==> src/rtl/gray_monitor.sv <==
// gray_monitor
//   Receive-side checker that sits beside a Gray-code counter. Every clock it
//   samples the counter's Gray output, decodes it to binary and checks that
//   the step matches the counter's enable as seen one edge earlier. Legal
//   wraps (max -> 0) are reported as a one-cycle pulse and counted with
//   saturation. Any illegal transition parks the monitor in a sticky error
//   state that only Clear or Reset can leave.
//
// Ports
//   Clk        in   1       rising-edge clock shared with the counter
//   Reset      in   1       asynchronous, active-high reset
//   En         in   1       the counter's own enable
//   Gray       in   WIDTH   the counter's registered Gray output
//   Clear      in   1       synchronous resync (wired to the counter's reset request)
//   Binary     out  WIDTH   registered decode of the last Gray sample
//   Wrap       out  1       one-cycle pulse on a legal max -> 0 step
//   WrapCount  out  WRAP_W  legal wraps since Reset/Clear, saturating
//   Locked     out  1       high while in TRACK
//   Error      out  1       high while in ERROR (sticky)
//   dbg_state  out  2       current FSM state (0 IDLE, 1 TRACK, 2 ERROR)
//
// Handshake: none. Every input is sampled on every rising edge of Clk;
// there is no valid/ready pair, the monitor simply observes the counter.
module gray_monitor #(
  parameter int WIDTH  = 3,
  parameter int WRAP_W = 8
) (
  input  logic              Clk,
  input  logic              Reset,
  input  logic              En,
  input  logic [WIDTH-1:0]  Gray,
  input  logic              Clear,
  output logic [WIDTH-1:0]  Binary,
  output logic              Wrap,
  output logic [WRAP_W-1:0] WrapCount,
  output logic              Locked,
  output logic              Error,
  output logic [1:0]        dbg_state
);

  typedef enum logic [1:0] {
    ST_IDLE  = 2'd0,
    ST_TRACK = 2'd1,
    ST_ERROR = 2'd2
  } state_t;

  localparam logic [WIDTH-1:0]  BIN_MAX = '1;
  localparam logic [WRAP_W-1:0] WC_MAX  = '1;

  state_t           state;
  logic             en_q;
  logic [WIDTH-1:0] pb;
  logic [WIDTH-1:0] nb;
  logic [WIDTH-1:0] pb_inc;
  logic             step_ok;

  // Gray to binary: bit i is the XOR of all Gray bits from i up to the MSB.
  // Shifting right drops the bits below i, so a reduction XOR gives it
  // directly without a bit-to-bit dependency chain.
  always_comb begin
    nb = '0;
    for (int i = 0; i < WIDTH; i++) begin
      nb[i] = ^(Gray >> i);
    end
  end

  assign pb_inc = pb + WIDTH'(1);

  // The sample at this edge is judged against the enable from the previous
  // edge: the counter only moves one edge after its enable was high.
  assign step_ok = en_q ? (nb == pb_inc) : (nb == pb);

  assign dbg_state = state;

  always_ff @(posedge Clk or posedge Reset) begin
    if (Reset) begin
      state     <= ST_IDLE;
      en_q      <= 1'b0;
      pb        <= '0;
      Binary    <= '0;
      Wrap      <= 1'b0;
      WrapCount <= '0;
      Locked    <= 1'b0;
      Error     <= 1'b0;
    end else begin
      en_q   <= En;
      Binary <= nb;
      Wrap   <= 1'b0;
      if (Clear) begin
        state     <= ST_IDLE;
        WrapCount <= '0;
        Error     <= 1'b0;
        Locked    <= 1'b0;
      end else begin
        case (state)
          ST_IDLE: begin
            // Relock on whatever the counter shows now; nothing to compare yet.
            pb     <= nb;
            state  <= ST_TRACK;
            Locked <= 1'b1;
          end
          ST_TRACK: begin
            if (step_ok) begin
              pb <= nb;
              if (en_q && (pb == BIN_MAX)) begin
                Wrap <= 1'b1;
                if (WrapCount != WC_MAX) begin
                  WrapCount <= WrapCount + WRAP_W'(1);
                end
              end
            end else begin
              state  <= ST_ERROR;
              Error  <= 1'b1;
              Locked <= 1'b0;
            end
          end
          ST_ERROR: begin
            // pb and WrapCount stay frozen; Binary keeps following the decode.
            Error  <= 1'b1;
            Locked <= 1'b0;
          end
          default: begin
            state  <= ST_IDLE;
            Error  <= 1'b0;
            Locked <= 1'b0;
          end
        endcase
      end
    end
  end

endmodule

==> config.mk <==
export PLATFORM = sky130hd
export DESIGN_NAME = gray_monitor
export DESIGN_NICKNAME = d
export VERILOG_FILES = /design/src/rtl/gray_monitor.sv
export SDC_FILE = /design/constraint.sdc
export NUM_CORES = 1
export LEC_CHECK = 0
export ABC_AREA = 1
export BUFFER_PORTS_ARGS = -buffer_cell sky130_fd_sc_hd__buf_2
export CAP_MARGIN = 20
export CORE_MARGIN = 2
export CORE_UTILIZATION = 42
export DETAILED_ROUTE_END_ITERATION = 6
export SLEW_MARGIN = 10
export SYNTH_ARGS = -nofsm -noshare
export SYNTH_HDL_FRONTEND = slang
export SYNTH_SLANG_ARGS = --single-unit
==> constraint.sdc <==
create_clock -name Clk -period 2.4 [get_ports Clk]
set_input_delay 0.48 -clock Clk [delete_from_list [all_inputs] [get_ports Clk]]
set_output_delay 0.48 -clock Clk [all_outputs]
set_load 0.005 [all_outputs]
After elaboration in Yosys (flattened, before gate mapping)
Index checks and enable logic that the tools add are counted.
{"block": "word_totals", "register_bits": 20, "output_inout_bits": 16}
{"block": "op_classes", "add_sub_neg": 2, "n_reduce_logical": 14, "mux": 21, "n_eq_ne": 10, "bitwise": 1}
{"cell": "8-bit two-way mux", "n": 5}
{"cell": "2-bit nonzero test", "n": 5}
{"cell": "1-bit two-way mux", "n": 9}
{"cell": "3-bit parity", "n": 3}
{"cell": "8-bit by 1-bit adder with 8-bit output (second input constant)", "n": 1}
{"cell": "8-bit inequality test (second input constant)", "n": 1}
{"cell": "3-bit == test", "n": 2}
{"cell": "2-bit inequality test (second input constant)", "n": 3}
{"cell": "2-bit case mux with 3 select lines", "n": 1}
{"cell": "3-bit case mux with 2 select lines", "n": 1}
{"cell": "2-bit two-way mux", "n": 2}
{"cell": "2-bit AND reduction", "n": 2}
{"cell": "4-bit AND reduction", "n": 1}
{"cell": "3-bit by 1-bit adder with 3-bit output (second input constant)", "n": 1}
{"cell": "3-bit == test (second input constant)", "n": 1}
{"cell": "3-bit two-way mux", "n": 1}
{"cell": "3-bit inequality test (second input constant)", "n": 1}
{"cell": "1-bit case mux with 3 select lines", "n": 1}
{"cell": "3-bit AND reduction", "n": 1}
{"cell": "2-bit by 1-bit == test with 1-bit output (second input constant)", "n": 1}
{"cell": "2-bit == test (second input constant)", "n": 1}
{"cell": "2-bit logical NOT", "n": 1}
{"cell": "1-bit case mux with 2 select lines", "n": 1}
{"cell": "1-bit logical AND", "n": 1}
{"cell": "1-bit inverter", "n": 1}

Logic depth before layout (Yosys ltp)
{"block": "depth", "depth_word": 6, "depth_mapped": 12, "mapped_depth_nobuf": 11}

Worst setup path after synthesis
OpenSTA, ideal clock, no wires.
{"block": "synth_timing", "path_type": "reg-to-reg", "startpoint": "register pb[0]", "endpoint": "register Locked", "arrival_time_ns": 1.592, "setup_time_ns": 0.116, "path_buffers": 1, "setup_slack_ns": 0.692, "path_stages_with_launch": 12, "cell_sequence": "dfrtp_1 ha_1 ha_1 inv_1 nand2_1 nand3_1 nand2_2 nor2_4 nand3_2 buf_6 nor2_2 nor2_2"}
{"block": "synth_between", "elab_chain_len": 4}
{"item": "start, declared", "line_no": "52", "source": "logic [WIDTH-1:0] pb;"}
{"item": "start signal, assigned", "line_no": "98", "source": "pb <= nb;"}
{"item": "start signal, assigned", "line_no": "104", "source": "pb <= nb;"}
{"item": "3-bit by 1-bit adder with 3-bit output", "line_no": "67", "source": "assign pb_inc = pb + WIDTH'(1);"}
{"item": "3-bit == test", "line_no": "71", "source": "assign step_ok = en_q ? (nb == pb_inc) : (nb == pb);"}
{"item": "1-bit two-way mux (*)", "line_no": "71"}
{"item": "3-bit inequality test (no source line) (*)"}
{"item": "end signal, assigned", "line_no": "83", "source": "Locked <= 1'b0;"}
{"item": "end signal, assigned", "line_no": "93", "source": "Locked <= 1'b0;"}
{"item": "end signal, assigned", "line_no": "100", "source": "Locked <= 1'b1;"}
{"item": "end, declared", "line_no": "36", "source": "output logic Locked,"}
Every way passes the cells marked *; elsewhere a longest branch is shown, timed or not.
A chain may end at the register's enable or synchronous reset.

Final worst setup path
{"block": "layout_timing", "startpoint": "register pb[0]", "endpoint": "register pb[2]"}
{"block": "layout_between", "elab_chain_len": 5}
{"item": "3-bit by 1-bit adder with 3-bit output", "line_no": "67"}
{"item": "3-bit == test", "line_no": "71"}
{"item": "1-bit two-way mux (*)", "line_no": "71"}
{"item": "2-bit inequality test (no source line) (*)"}
{"item": "3-bit AND reduction (no source line) (*)"}
Marks and branches as above.

==> run summary <==
The routed design uses 1260 microns of met2 wire. After clock tree synthesis, the clock-pin slew on the worst setup and hold paths is 0.11 ns. The total global routing overflow was 0.

The net total in the final layout was 214; the total I/O pin count was 23. The worst setup path is captured at a flip-flop. Clock insertion delay at the later pin of the skew report: 0.30 ns. For the final wirelength, the log shows 2590 microns. The layout cell share with drive strength beyond 1 works out to 24.1%. By count the netlist is led by sky130_fd_sc_hd__nand2_1, sky130_fd_sc_hd__inv_1, sky130_fd_sc_hd__nand3_1. The clock net in this run drives a total of 20 sinks.

The number of nets still failing antenna checks after routing is 0, and the placer's final routability congestion estimate is 0.803. A synthesized cell averages 7.55 sq um. Using the TritonRoute via totals, the vias-per-cell ratio works out to 4.78. The number of hold violations in the final report was 0.

After clock tree synthesis, the flow added hold-fix buffers numbering 0. The number of enable-type register cells in the synthesized netlist was 0; the number of antenna diodes was 0. For the clock skew after layout, the log shows 0.000543 ns. Per report_power, the combinational group accounts for 40.3% of the total. The setup TNS after final layout was 0 ns.

The layout has 314 filler cells. Net switching is 39.0% of the power. The area share of the largest cell type after synthesis was 37.7%.

Setup violations remaining at the end of the flow were counted as 0. In this run the power spent charging and discharging nets is 414 uW. The site row count was 20. Along the worst path, the maximum fanout reaches 11.

In this run the clock root is driven by a sky130_fd_sc_hd__clkbuf_4. The number of stages on the worst hold path is 1. Of all cell types, the one taking the most synthesized area is sky130_fd_sc_hd__dfrtp_1. The number of pins exceeding their max-slew limit in the final report is 0.

The initial utilization of the core area, before any placement, comes to 43.9%. The critical path launch point was pb[0]$_DFFE_PP0P_. The worst setup path is launched from a flip-flop.

For the worst setup path, the data arrival time is 2.22 ns. The worst pin sits at a relative slew slack of 49.4%. The run finished with clean final reports.

After detailed routing, no signal wire sits above met4. After synthesis, the share of flip-flops with an asynchronous set or reset is 100%. At the worst endpoint, the required time is 2.64 ns. Detailed placement ended at an HPWL of 1980 microns.

Post-synthesis cell area: 0.00133 sq mm. In this run the static leakage power is 0.886 nW. The run gives 4580 microns as the wire length of the first global-routing pass. The logs give 20 for the distinct cell type count after synthesis and 1,088 for the via count of the first global-routing pass.

For the number of antenna violations at the first check in global routing, the log shows 0. The number of gates resized after CTS was 0. During synthesis, Yosys emitted a total of 0 warnings. After detailed routing, the wire length on met1 is 1220 microns. The number of DRC markers after the initial detailed-route iteration is 52, and the height of the die is 60.2 microns. The number of setup buffers added after CTS is 0. The number of levels the H-tree was split into is 1.

Internal power comes to 647 uW. During placement, the flow inserted port buffers numbering 22. For the overall routing resource usage, the log shows 16.5%. For this run, the top clock speed supported by timing is 507 MHz. The startpoint identified for the worst register-to-register timing path is pb[0]$_DFFE_PP0P_.

Across the run, the number of max-cap violations was 0. Before antenna repair, the detailed router went through 4 iterations. Clock share of power: 18.4%.

The die covers 0.00363 sq mm. For this design the ratio of total power to cell area is 704 mW/mm^2. Synthesis produced a netlist with a net count of 190. Setup repair after global routing left no endpoint under its margin.

By area the synthesized netlist is led by sky130_fd_sc_hd__dfrtp_1, sky130_fd_sc_hd__nand2_1, sky130_fd_sc_hd__nand3_1. The sum of internal, switching and leakage power is 1.06 mW, and the final clock period utilization by the worst path is 82.2%. The die is 60.2 microns wide. The tools report the largest net degree at the start of global routing as 21.

Counting cells, the worst reg-to-reg path comes to 11. The share of the Yosys chip area taken by registers is 37.7%. The actual slew at the worst max-slew pin was 0.758 ns; the synthesized instance count was 176. The final route contains 1,162 vias. The category of the critical setup timing path was flip-flop to flip-flop. TritonCTS built the clock tree.

In this run the deepest clock path goes through 2 buffers. The core region area is 0.00303 sq mm, and the flip-flop and latch count after synthesis is 20. The post-synthesis to final-layout area growth is 13.5%.

The remaining routing DRC violations was 0. The sum of met3 wire segment lengths after detailed routing is 64 microns. Per report_power, the sequential group accounts for 41.2% of the total. The worst hold path class was input port to flip-flop.

Dividing the detail-routed wire length by the instance count gives 10.7 microns. The worst hold path begins at En. The worst-case IR drop observed on VDD is 316 uV. The worst path in the final design needs a cycle of 1.97 ns, including I/O delays and setup. The number of clock buffers added by TritonCTS is 3. Most frequent cell after synthesis: sky130_fd_sc_hd__nand2_1. Among all flip-flop cells after synthesis, the most frequent one is sky130_fd_sc_hd__dfrtp_1.
[cell families (layout without fill, tap and decap cells)]
logic type	count (synthesis)	in the layout	synth area share, %
buffers and inverters	29	52	9.32
AO/OA/AOI/OAI	2	2	1.13
AND/OR/NAND/NOR	113	113	42.0
adder cells (fa/ha/maj)	7	7	6.59
flip-flops	20	20	37.7
XOR/XNOR	5	5	3.30
[power by group through the flow]
stage	clock (mW)	sequential [mW]	combinational, mW
6_report	0.196	0.438	0.428
5_1_grt	0.216	0.446	0.505
4_1_cts	0.205	0.438	0.434
3_5_place_dp	0	0.444	0.429
3_3_place_gp	0	0.442	0.416
2_1_floorplan	0	0.438	0.333
[layer usage]
layer  vias up  global-route usage, %
met4         0                   8.25
met1       530                   20.8
met2        17                   27.6
met5         -                      0
li1        609                      -
met3         6                   1.95
[area by class of cell]
cell class / count / area (sq um) / share of cell area, %
multi-input combinational: 127 / 704 / 46.7
tap: 44 / 55.1 / 3.65
inverter: 25 / 93.8 / 6.22
clock buffer: 4 / 36.3 / 2.41
timing repair buffer: 23 / 118 / 7.80
sequential: 20 / 500 / 33.2
[metrics by stage]
step,hold slack [ns],utilization (%),setup slack [ns],cell area [sq um],instances
floorplan,0.444,-,0.692,1330,176
finish,0.278,49.8,0.428,1510,243
detailed placement,0.458,48.6,0.463,1470,239
global placement,0.458,48.6,0.532,1470,239
global route,0.261,49.8,0.218,1510,243
CTS,0.265,49.8,0.425,1510,243
[worst max-delay path: stages (launching register included)]
cell and delay (ns):
sky130_fd_sc_hd__dfrtp_1 0.44, sky130_fd_sc_hd__ha_1 0.22, sky130_fd_sc_hd__ha_1 0.29, sky130_fd_sc_hd__inv_1 0.07, sky130_fd_sc_hd__nand2_1 0.05, sky130_fd_sc_hd__nand3_1 0.10
sky130_fd_sc_hd__nand2_2 0.07, sky130_fd_sc_hd__nor2_4 0.13, sky130_fd_sc_hd__nand3_2 0.25, sky130_fd_sc_hd__nand2_1 0.19, sky130_fd_sc_hd__nand2_1 0.06, sky130_fd_sc_hd__nand2_1 0.06
[flip-flops by register name (all words and copies together) (netlist names)]
| name | flops |
|---|---|
| Binary | 3 |
| Error | 1 |
| Locked | 1 |
| Wrap | 1 |
| WrapCount | 8 |
| dbg_state | 2 |
| en_q | 1 |
| pb | 3 |
[path summary, 6_finish.rpt]
| path | endpoint | slack [ns] |
|---|---|---|
| worst max-delay path | pb[2]$_DFFE_PP0P_ | 0.43 |
| worst min-delay path | en_q$_DFF_PP0_ | 0.28 |
| worst max register to register | pb[2]$_DFFE_PP0P_ | 0.43 |
| worst min register to register | Error$_DFFE_PP0P_ | 0.48 |
| max in group asynchronous | Binary[2]$_DFF_PP0_ | 1.64 |
| min in group asynchronous | Wrap$_DFF_PP0_ | 0.29 |
[cell usage in the layout (no fill, tap or decap)]
| cell type | n |
|---|---|
| sky130_fd_sc_hd__a21o_1 | 1 |
| sky130_fd_sc_hd__buf_2 | 22 |
| sky130_fd_sc_hd__buf_4 | 1 |
| sky130_fd_sc_hd__clkbuf_4 | 3 |
| sky130_fd_sc_hd__clkbuf_8 | 1 |
| sky130_fd_sc_hd__dfrtp_1 | 20 |
| sky130_fd_sc_hd__ha_1 | 7 |
| sky130_fd_sc_hd__inv_1 | 22 |
| sky130_fd_sc_hd__inv_2 | 3 |
| sky130_fd_sc_hd__nand2_1 | 56 |
| sky130_fd_sc_hd__nand2_2 | 9 |
| sky130_fd_sc_hd__nand2_4 | 1 |
| sky130_fd_sc_hd__nand3_1 | 21 |
| sky130_fd_sc_hd__nand3_2 | 4 |
| sky130_fd_sc_hd__nand3b_1 | 2 |
| sky130_fd_sc_hd__nand4_1 | 10 |
| sky130_fd_sc_hd__nor2_1 | 6 |
| sky130_fd_sc_hd__nor2_2 | 2 |
| sky130_fd_sc_hd__nor2_4 | 2 |
| sky130_fd_sc_hd__o21bai_1 | 1 |
| sky130_fd_sc_hd__xnor2_1 | 1 |
| sky130_fd_sc_hd__xor2_1 | 4 |
Note: power is estimated with default switching activity, not from simulation.
